File: config.mk
export PLATFORM = sky130hd
export DESIGN_NAME = sprite_blitter_flat
export DESIGN_NICKNAME = d
export VERILOG_FILES = /design/src/rtl/sprite_blitter_if.sv /design/src/rtl/sprite_blitter.sv /design/src/flat_wrapper.sv
export SDC_FILE = /design/constraint.sdc
export NUM_CORES = 1
export LEC_CHECK = 0
export BUFFER_PORTS_ARGS = -buffer_cell sky130_fd_sc_hd__buf_2
export CAP_MARGIN = 20
export CORE_MARGIN = 2
export CORE_UTILIZATION = 35
export DETAILED_ROUTE_END_ITERATION = 6
export GPL_ROUTABILITY_DRIVEN = 1
export PLACE_DENSITY = 0.62
export SETUP_SLACK_MARGIN = 0.3
export SLEW_MARGIN = 20
export SYNTH_ARGS = -nofsm -noshare
export SYNTH_HDL_FRONTEND = slang
export SYNTH_SLANG_ARGS = --single-unit
File: constraint.sdc
create_clock -name clock -period 3.1 [get_ports clock]
set_input_delay 0 -clock clock [delete_from_list [all_inputs] [get_ports clock]]
set_output_delay 0 -clock clock [all_outputs]
set_load 0.02 [all_outputs]
File: src/rtl/sprite_blitter_if.sv
// Request/pixel bus between a sprite requester (master) and the blitter (slave).
interface sprite_blitter_if;
    logic       req_valid;
    logic       req_ready;
    logic [7:0] req_x;
    logic [6:0] req_y;
    logic [2:0] req_colour;
    logic [1:0] req_shape;
    logic       req_erase;
    logic [7:0] out_x;
    logic [6:0] out_y;
    logic [2:0] out_colour;
    logic       plot;
    logic       busy;
    logic       done;

    modport master (
        output req_valid, req_x, req_y, req_colour, req_shape, req_erase,
        input  req_ready, out_x, out_y, out_colour, plot, busy, done
    );

    modport slave (
        input  req_valid, req_x, req_y, req_colour, req_shape, req_erase,
        output req_ready, out_x, out_y, out_colour, plot, busy, done
    );
endinterface

File: src/rtl/sprite_blitter.sv
// Sprite blitter: expands one 4x4 sprite draw/erase request into per-pixel
// plot writes (row-major, one pixel per clock), clipping off-screen pixels.
module sprite_blitter #(
    parameter int         SCREEN_W     = 160,
    parameter int         SCREEN_H     = 120,
    parameter logic [2:0] ERASE_COLOUR = 3'b000
) (
    input  logic             clock,
    input  logic             reset,
    sprite_blitter_if.slave  bus
);

    typedef enum logic [1:0] {
        IDLE = 2'd0,
        SCAN = 2'd1,
        DONE = 2'd2
    } state_t;

    localparam logic [8:0] X_LIMIT = SCREEN_W[8:0];
    localparam logic [7:0] Y_LIMIT = SCREEN_H[7:0];

    // Shape masks, row 0 in bits [15:12], column 0 in the MSB of each row.
    function automatic logic [15:0] shape_mask(input logic [1:0] shape);
        logic [15:0] m;
        case (shape)
            2'd0:    m = 16'b1111_1111_1111_1111;
            2'd1:    m = 16'b0110_1100_1110_0110;
            2'd2:    m = 16'b0110_1111_1111_1010;
            default: m = 16'b0000_0110_0110_0000;
        endcase
        return m;
    endfunction

    state_t     state_q, state_d;
    logic [3:0] idx_q, idx_d;
    logic [7:0] x_q, x_d;
    logic [6:0] y_q, y_d;
    logic [2:0] colour_q, colour_d;
    logic [1:0] shape_q, shape_d;
    logic       erase_q, erase_d;
    logic [7:0] out_x_q, out_x_d;
    logic [6:0] out_y_q, out_y_d;
    logic [2:0] out_colour_q, out_colour_d;
    logic       plot_q, plot_d;
    logic       done_q, done_d;

    // The first pixel is registered on the acceptance edge, so while idle
    // the pixel source is the live request; afterwards it is the latched copy.
    logic       in_idle;
    logic [7:0] src_x;
    logic [6:0] src_y;
    logic [2:0] src_colour;
    logic [1:0] src_shape;
    logic       src_erase;
    logic [3:0] pix_idx;

    assign in_idle    = (state_q == IDLE);
    assign src_x      = in_idle ? bus.req_x      : x_q;
    assign src_y      = in_idle ? bus.req_y      : y_q;
    assign src_colour = in_idle ? bus.req_colour : colour_q;
    assign src_shape  = in_idle ? bus.req_shape  : shape_q;
    assign src_erase  = in_idle ? bus.req_erase  : erase_q;
    assign pix_idx    = in_idle ? 4'd0 : idx_q + 4'd1;

    // Per-column x sums and per-row y sums, kept wide enough to see overflow.
    logic [8:0] col_x [4];
    logic [7:0] row_y [4];

    for (genvar gi = 0; gi < 4; gi++) begin : g_offsets
        assign col_x[gi] = {1'b0, src_x} + 9'(gi);
        assign row_y[gi] = {1'b0, src_y} + 8'(gi);
    end

    logic [8:0]  pix_x;
    logic [7:0]  pix_y;
    logic        pix_clipped;
    logic [15:0] pix_mask;
    logic        pix_on;

    assign pix_x       = col_x[pix_idx[1:0]];
    assign pix_y       = row_y[pix_idx[3:2]];
    assign pix_clipped = (pix_x >= X_LIMIT) || (pix_y >= Y_LIMIT);
    assign pix_mask    = shape_mask(src_shape);
    assign pix_on      = ~pix_clipped & (src_erase | pix_mask[~pix_idx]);

    // Next-state and registered-output logic for the IDLE/SCAN/DONE sequence.
    always_comb begin
        state_d      = state_q;
        idx_d        = idx_q;
        x_d          = x_q;
        y_d          = y_q;
        colour_d     = colour_q;
        shape_d      = shape_q;
        erase_d      = erase_q;
        out_x_d      = out_x_q;
        out_y_d      = out_y_q;
        out_colour_d = out_colour_q;
        plot_d       = 1'b0;
        done_d       = 1'b0;

        case (state_q)
            IDLE: begin
                if (bus.req_valid) begin
                    x_d          = bus.req_x;
                    y_d          = bus.req_y;
                    colour_d     = bus.req_colour;
                    shape_d      = bus.req_shape;
                    erase_d      = bus.req_erase;
                    idx_d        = 4'd0;
                    out_x_d      = pix_x[7:0];
                    out_y_d      = pix_y[6:0];
                    out_colour_d = src_erase ? ERASE_COLOUR : src_colour;
                    plot_d       = pix_on;
                    state_d      = SCAN;
                end
            end
            SCAN: begin
                if (idx_q == 4'd15) begin
                    done_d  = 1'b1;
                    state_d = DONE;
                end else begin
                    idx_d        = pix_idx;
                    out_x_d      = pix_x[7:0];
                    out_y_d      = pix_y[6:0];
                    out_colour_d = src_erase ? ERASE_COLOUR : src_colour;
                    plot_d       = pix_on;
                end
            end
            DONE: begin
                state_d = IDLE;
            end
            default: begin
                state_d = IDLE;
            end
        endcase
    end

    // State and output registers with synchronous reset.
    always_ff @(posedge clock) begin
        if (reset) begin
            state_q      <= IDLE;
            idx_q        <= 4'd0;
            x_q          <= 8'd0;
            y_q          <= 7'd0;
            colour_q     <= 3'd0;
            shape_q      <= 2'd0;
            erase_q      <= 1'b0;
            out_x_q      <= 8'd0;
            out_y_q      <= 7'd0;
            out_colour_q <= 3'd0;
            plot_q       <= 1'b0;
            done_q       <= 1'b0;
        end else begin
            state_q      <= state_d;
            idx_q        <= idx_d;
            x_q          <= x_d;
            y_q          <= y_d;
            colour_q     <= colour_d;
            shape_q      <= shape_d;
            erase_q      <= erase_d;
            out_x_q      <= out_x_d;
            out_y_q      <= out_y_d;
            out_colour_q <= out_colour_d;
            plot_q       <= plot_d;
            done_q       <= done_d;
        end
    end

    assign bus.req_ready  = in_idle & ~reset;
    assign bus.busy       = ~in_idle;
    assign bus.out_x      = out_x_q;
    assign bus.out_y      = out_y_q;
    assign bus.out_colour = out_colour_q;
    assign bus.plot       = plot_q;
    assign bus.done       = done_q;

endmodule

File: src/flat_wrapper.sv
// flat-port wrapper written by rule: the top's interface ports become plain ports
module sprite_blitter_flat 
#(
    parameter int         SCREEN_W     = 160,
    parameter int         SCREEN_H     = 120,
    parameter logic [2:0] ERASE_COLOUR = 3'b000
)
  (clock, reset, bus_req_valid, bus_req_x, bus_req_y, bus_req_colour, bus_req_shape, bus_req_erase, bus_req_ready, bus_out_x, bus_out_y, bus_out_colour, bus_plot, bus_busy, bus_done);
  sprite_blitter_if bus_i ();
  input  logic clock;
  input  logic reset;
  input wire logic [$bits(bus_i.req_valid)-1:0] bus_req_valid;
  input wire logic [$bits(bus_i.req_x)-1:0] bus_req_x;
  input wire logic [$bits(bus_i.req_y)-1:0] bus_req_y;
  input wire logic [$bits(bus_i.req_colour)-1:0] bus_req_colour;
  input wire logic [$bits(bus_i.req_shape)-1:0] bus_req_shape;
  input wire logic [$bits(bus_i.req_erase)-1:0] bus_req_erase;
  output wire logic [$bits(bus_i.req_ready)-1:0] bus_req_ready;
  output wire logic [$bits(bus_i.out_x)-1:0] bus_out_x;
  output wire logic [$bits(bus_i.out_y)-1:0] bus_out_y;
  output wire logic [$bits(bus_i.out_colour)-1:0] bus_out_colour;
  output wire logic [$bits(bus_i.plot)-1:0] bus_plot;
  output wire logic [$bits(bus_i.busy)-1:0] bus_busy;
  output wire logic [$bits(bus_i.done)-1:0] bus_done;
  assign bus_i.req_valid = bus_req_valid;
  assign bus_i.req_x = bus_req_x;
  assign bus_i.req_y = bus_req_y;
  assign bus_i.req_colour = bus_req_colour;
  assign bus_i.req_shape = bus_req_shape;
  assign bus_i.req_erase = bus_req_erase;
  assign bus_req_ready = bus_i.req_ready;
  assign bus_out_x = bus_i.out_x;
  assign bus_out_y = bus_i.out_y;
  assign bus_out_colour = bus_i.out_colour;
  assign bus_plot = bus_i.plot;
  assign bus_busy = bus_i.busy;
  assign bus_done = bus_i.done;
  sprite_blitter #(.SCREEN_W(SCREEN_W), .SCREEN_H(SCREEN_H), .ERASE_COLOUR(ERASE_COLOUR)) u_core (.clock(clock), .reset(reset), .bus(bus_i));
endmodule
Word-level counts from Yosys, hierarchy flattened
Index checks and enable logic that the tools add are counted.
W data, S select, Z words.

word-level totals
  output and inout bits = 22
  bits in registers = 47
  input bits = 24
  word-level logic and storage cells = 84

cells by class
  bitwise logic cells = 10
  order comparisons = 5
  reductions and logical operators = 8
  $add $sub $neg = 7
  mux-type cells = 35
  equality and inequality tests = 7

operators with widths
  cell                   number
  $pmux W16 S3           1
  $mux W8                5
  $mux W7                3
  $add A8 B2 Y9 const B  2
  $bmux W9 S2            1
  $mux W9                2
  $add A7 B2 Y8 const B  2
  $bmux W8 S2            1
  $pmux W8 S2            1
  $pmux W7 S2            1
  $mux W3                4
  $mux W4                3
  $add A8 B1 Y9 const B  1
  $ge A9 B8 Y1 const B   1
  $add A7 B1 Y8 const B  1
  $ge A8 B7 Y1 const B   1
  $pmux W4 S2            1
  $ge A3 B3 Y1 const B   2
  $mux W2                3
  $not A2 Y3             2
  $pmux W3 S2            1
  $lt A4 B5 Y1 const B   1
  $mux W1                5
  $add A4 B1 Y4 const B  1
  other kinds (18)       26

Longest topological paths before layout
  depth in word-level cells = 12
  gate-level depth with buffers = 16
  mapped depth without buffers = 13

Least setup slack after synthesis
OpenSTA, ideal clock, no wires.

  path kind = register to register
  start = register u_core.state_q[1]
  end = register u_core.plot_q, in the netlist u_core.bus.plot
  period minus slack after synthesis = 2834 ps
  setup slack = 266 ps
  buffers on the path = 3
  cell stages (with the launch flop) = 15
  arrival time = 2706 ps
  cells stage by stage = dfxtp_1 nor2_1 buf_2 inv_1 clkbuf_1 buf_2 a21o_1 ha_1 nor2b_1 o311ai_1 nor2_1 xnor2_1 a31o_2 o211ai_1 a31oi_1

on the way
  cells in the longest elaborated chain, start to end = 12
  elaborated cells on any way between the ends = 37
  those cells by class = 6 x add/sub; 2 x order compare; 3 x eq/ne; 17 x mux; 6 x bitwise; 3 x reduce/logical

RTL lines
  what                                                                          line                                          RTL
  start: declaration                                                            sprite_blitter.sv:34                          state_t state_q, state_d;
  start signal: assignment                                                      sprite_blitter.sv:154                         state_q <= state_d;
  $logic_not A2 Y1                                                              sprite_blitter.sv:57, sprite_blitter.sv:101
  $mux W8, or another cell as far along                                         sprite_blitter.sv:58                          assign src_x = in_idle ? bus.req_x : x_q;
  $add A8 B2 Y9, or another cell as far along                                   sprite_blitter.sv:70                          assign col_x[gi] = {1'b0, src_x} + 9'(gi);
  $bmux W9 S2 / $bmux W8 S2 (equally long branches)                             sprite_blitter.sv:80, sprite_blitter.sv:81
  $mux W9 (implied by the code) / $mux W8 (equally long branches) (2 in a row)  sprite_blitter.sv:80, sprite_blitter.sv:81
  $ge A9 B8 Y1 / $ge A8 B7 Y1 (equally long branches)                           sprite_blitter.sv:82                          assign pix_clipped = (pix_x >= X_LIMIT) || (pix_y >= Y_LIMIT);
  $logic_or A1 B1 Y1                                                            sprite_blitter.sv:82
  $not A1 Y1                                                                    sprite_blitter.sv:84                          assign pix_on = ~pix_clipped & (src_erase | pix_mask[~pix_idx]);
  $and A1 B1 Y1                                                                 sprite_blitter.sv:84
  $mux W1, on equally long branches                                             sprite_blitter.sv:118, sprite_blitter.sv:103
  $pmux W1 S2 *                                                                 sprite_blitter.sv:101                         case (state_q)
  end signal: assignment                                                        sprite_blitter.sv:164                         plot_q <= plot_d;
  end: declaration                                                              sprite_blitter.sv:44                          logic plot_q, plot_d;

Mark *: on every way between the ends. The rest lies on a longest branch, timed or not. The select of a mux whose other input is x is not followed.
A chain may end at the register's enable or synchronous reset.

Worst setup path in the final report
  start = register u_core.state_q[0]
  end = register u_core.plot_q, in the netlist u_core.bus.plot

Same word-level chain as after synthesis.

==> impl_metrics.tcl <==
set metrics [dict create \
    status "complete, no violations" \
    peakVddDrop_uv 181 \
    power.static_leakage_uw 0.00137 \
    comb_power_share_pct 23.3 \
    hold_violations 0 \
    initial_utilization_pct 35.9 \
    place_hpwl_mm 5.49 \
    num_vias 2782 \
    route.detailed.wl_per_inst_um 14.3 \
    share_seq_of_total_power_pct 49.2 \
    grt_start_max_net_pins 26 \
    worstMarginPinSlew_ns 0.879 \
    cts-buffers-inserted 5 \
    port_bufs 45 \
    postSynth.topFlopCell "sky130_fd_sc_hd__dfxtp_1" \
    place.gp.congestion 0.892 \
    crit_slowest_cell "sky130_fd_sc_hd__dfxtp_1" \
    report.final.slew_viol_count 0 \
    maxCapViolations 0 \
    grt_pass1_wl_mm 13.0 \
    yosys_register_bits 47 \
    dieHeight_um 92.8 \
    netlist_top_cells_count "74 x sky130_fd_sc_hd__nand2_1, 47 x sky130_fd_sc_hd__dfxtp_1, 41 x sky130_fd_sc_hd__a21oi_1" \
    drt-vias-per-instance 5.20 \
    rows 32 \
    drive_above_1_share_pct 17.8 \
    maximum_clock_insertion_buffer_count 2 \
    clkSinkCount 47 \
    power.density_nw_per_um2 402 \
    critPathKind "flop to flop" \
    worst_setup_hold_path_clk_slew_ns 0.09 \
    dominant_cells_by_area_after_synthesis "sky130_fd_sc_hd__dfxtp_1 34%, sky130_fd_sc_hd__nand2_1 10%, sky130_fd_sc_hd__a21oi_1 7.4%" \
    async_reset_ff_share_pct 0 \
    hold_class "input pin to flop" \
    drcViolationCount 0 \
    clock_latency_ns 0.30 \
    num-nets-final 462 \
    synth.cell_area_um2 2760 \
    switching_share_pct 31.9 \
    clock_tree.htree_level_count 2 \
    initial_antenna_violation_count 0 \
    tritoncts "yes" \
    postLayoutSetupSlackWorst_ns 0.507 \
    post-place-ws_ns 0.335 \
    syn_area_per_cell_um2 7.42 \
    post-synth-top-count-cell "sky130_fd_sc_hd__nand2_1" \
    area.growth.synth_to_final_pct 23.5 \
    max-slew-margin-rel_pct 41.3 \
    setup.worst_path.end_class "flop" \
    synth.largest_area_cell "sky130_fd_sc_hd__dfxtp_1" \
    cp_cell_sequence "nor2_4, mux2i_1, inv_1, ha_1, nor2b_1, o311ai_2, nor2_1, xnor2_1, a31o_2, o211ai_1, a31oi_1" \
    critical_path.max_stage_delay_ns 0.39 \
    final.setup.tns_ns 0 \
    grt_pass1_vias 2742 \
    finalWorstPathRequiredPeriod_ns 2.59 \
    die-area_um2 8610 \
    critPathLaunchType "flop" \
    grt_setup_unrepaired "false" \
    overflow 0 \
    cp_data_required_time_ns 3.28 \
    ant_cells 0 \
    maxClockFrequency_mhz 386 \
    clk_network_pwr_share_pct 27.5 \
    worst_clock_skew_ns 0.00534 \
    synth_top_area_share_pct 34.1 \
    timing.hold.ws_ns 0.130 \
    final_setup_viols 0 \
    dieWidth_um 92.8 \
    cellInternalPower_uw 934 \
    postSynthNetCount 402 \
    total_power_uw 1370 \
    post_synth_inst_count 372 \
    grtUsageTotal_pct 18.6 \
    post-route-period-util_pct 83.6 \
    detailed_router_iteration_count_before_antenna_repair 4 \
    seq_area_frac_synth_pct 34.1 \
    p_sw_uw 438 \
    critical_path.max_fanout 8 \
    worst-endpoint-arrival_ns 2.77 \
    yosys.cell_types.count 50 \
    design.core.area_um2 7690 \
    route.final.wire_length_mm 7.63 \
    ioPinCount 46 \
    drtIter0Drc 166 \
    synth_edf_count 0 \
    detail-route-antenna-nets 0 \
    ys_warn_count 0 \
    cts_root_buf "sky130_fd_sc_hd__clkbuf_8" \
]
==> kinds of logic (layout without fill, tap and decap cells) <==
kind of cell	after synthesis	count (layout)	synth area share [%]
compound gates	102	102	23.6
xor+xnor	14	14	5.40
fa+ha+maj	6	6	2.72
buf+inv	38	99	5.76
flops	47	47	34.1
mux	6	6	2.31
simple gates	159	159	26.1
==> worst max-delay path, delay by kind of cell (launching register included) <==
family | cells | cell delay (ns)
adders and majority gates | 1 | 0.21
DFF | 1 | 0.39
AOI/OAI and AO/OA | 4 | 0.85
muxes | 1 | 0.30
xor gates and xnor gates | 1 | 0.16
and+or+nand+nor | 3 | 0.48
buffers and inverters | 1 | 0.08
==> power by group through the flow <==
| stage | registers [uW] | clock network (uW) | logic (uW) |
|---|---|---|---|
| 2_1_floorplan | 704 | 0 | 178 |
| 3_3_place_gp | 687 | 0 | 295 |
| 3_5_place_dp | 688 | 0 | 298 |
| 4_1_cts | 674 | 389 | 319 |
| 5_1_grt | 680 | 416 | 357 |
| 6_report | 674 | 377 | 320 |
==> placed cells by master (no fill, tap or decap), drive strengths merged, types with 2 or more instances in the layout <==
master	n
nand2	74
buf	58
dfxtp	47
a21oi	42
nor2	35
dlygate4sd3	21
o21ai	15
inv	13
nand3b	12
nor2b	10
nand3	10
xnor2	10
nor3	7
a31oi	6
ha	6
mux2i	6
a211oi	6
a22oi	5
o211ai	5
clkbuf	5
and2	4
a311oi	4
xor2	4
a21o	3
a211o	3
o311ai	3
a21bo	2
nor4	2
clkinv	2
==> registers in the layout, indices dropped and copies added (netlist names) <==
name / count
u_core.bus.out_x: 8
u_core.x_q: 8
u_core.bus.out_y: 7
u_core.y_q: 7
u_core.idx_q: 4
u_core.bus.out_colour: 3
u_core.colour_q: 3
u_core.shape_q: 2
u_core.state_q: 2
u_core.bus.done: 1
u_core.bus.plot: 1
u_core.erase_q: 1
==> per-stage QoR <==
stage                     cells  utilization (%)  cell area [um^2]
after floorplan             372                -              2770
after global placement      505             40.3              3100
after detailed placement    505             40.3              3100
after CTS                   534             44.2              3400
after global routing        535             44.3              3410
final                       535             44.3              3410
==> layer usage <==
metal / routed length [um] / vias to the layer above / global-route usage [%]
li1: - / 1417 / -
met1: 3480 / 1289 / 23.8
met2: 3680 / 62 / 31.3
met3: 325 / 14 / 3.42
met4: 139 / 0 / 6.13
met5: 0 / - / 0
==> area by class of cell <==
class,instances,area (um^2)
flip-flops and latches,47,941
inverters,12,45.0
clock inverters,3,18.8
clock buffers,5,68.8
multi-input cells,287,1670
well taps,102,128
repair buffers,79,533
fillers,785,4280
==> timing repair <==
| action | in CTS | in global routing |
|---|---|---|
| pin swaps | 0 | 1 |
| setup endpoints to repair | 1 | 1 |
| resized for setup | 1 | 0 |
| hold buffers | 21 | 0 |
| setup buffers | 0 | 1 |
| endpoints found under the hold margin | 24 | 0 |
==> path summary, 6_finish.rpt <==
path | startpoint | to | slack, ns | cells after the start
max | u_core.state_q[0] | u_core.bus.plot | 0.51 | 11
min | reset | u_core.idx_q[2] | 0.13 | 2
max reg2reg | u_core.state_q[0] | u_core.bus.plot | 0.51 | 11
min reg2reg | u_core.bus.out_y[3] | u_core.bus.out_y[3] | 0.46 | 2
Power figures use the tool's default switching activity.
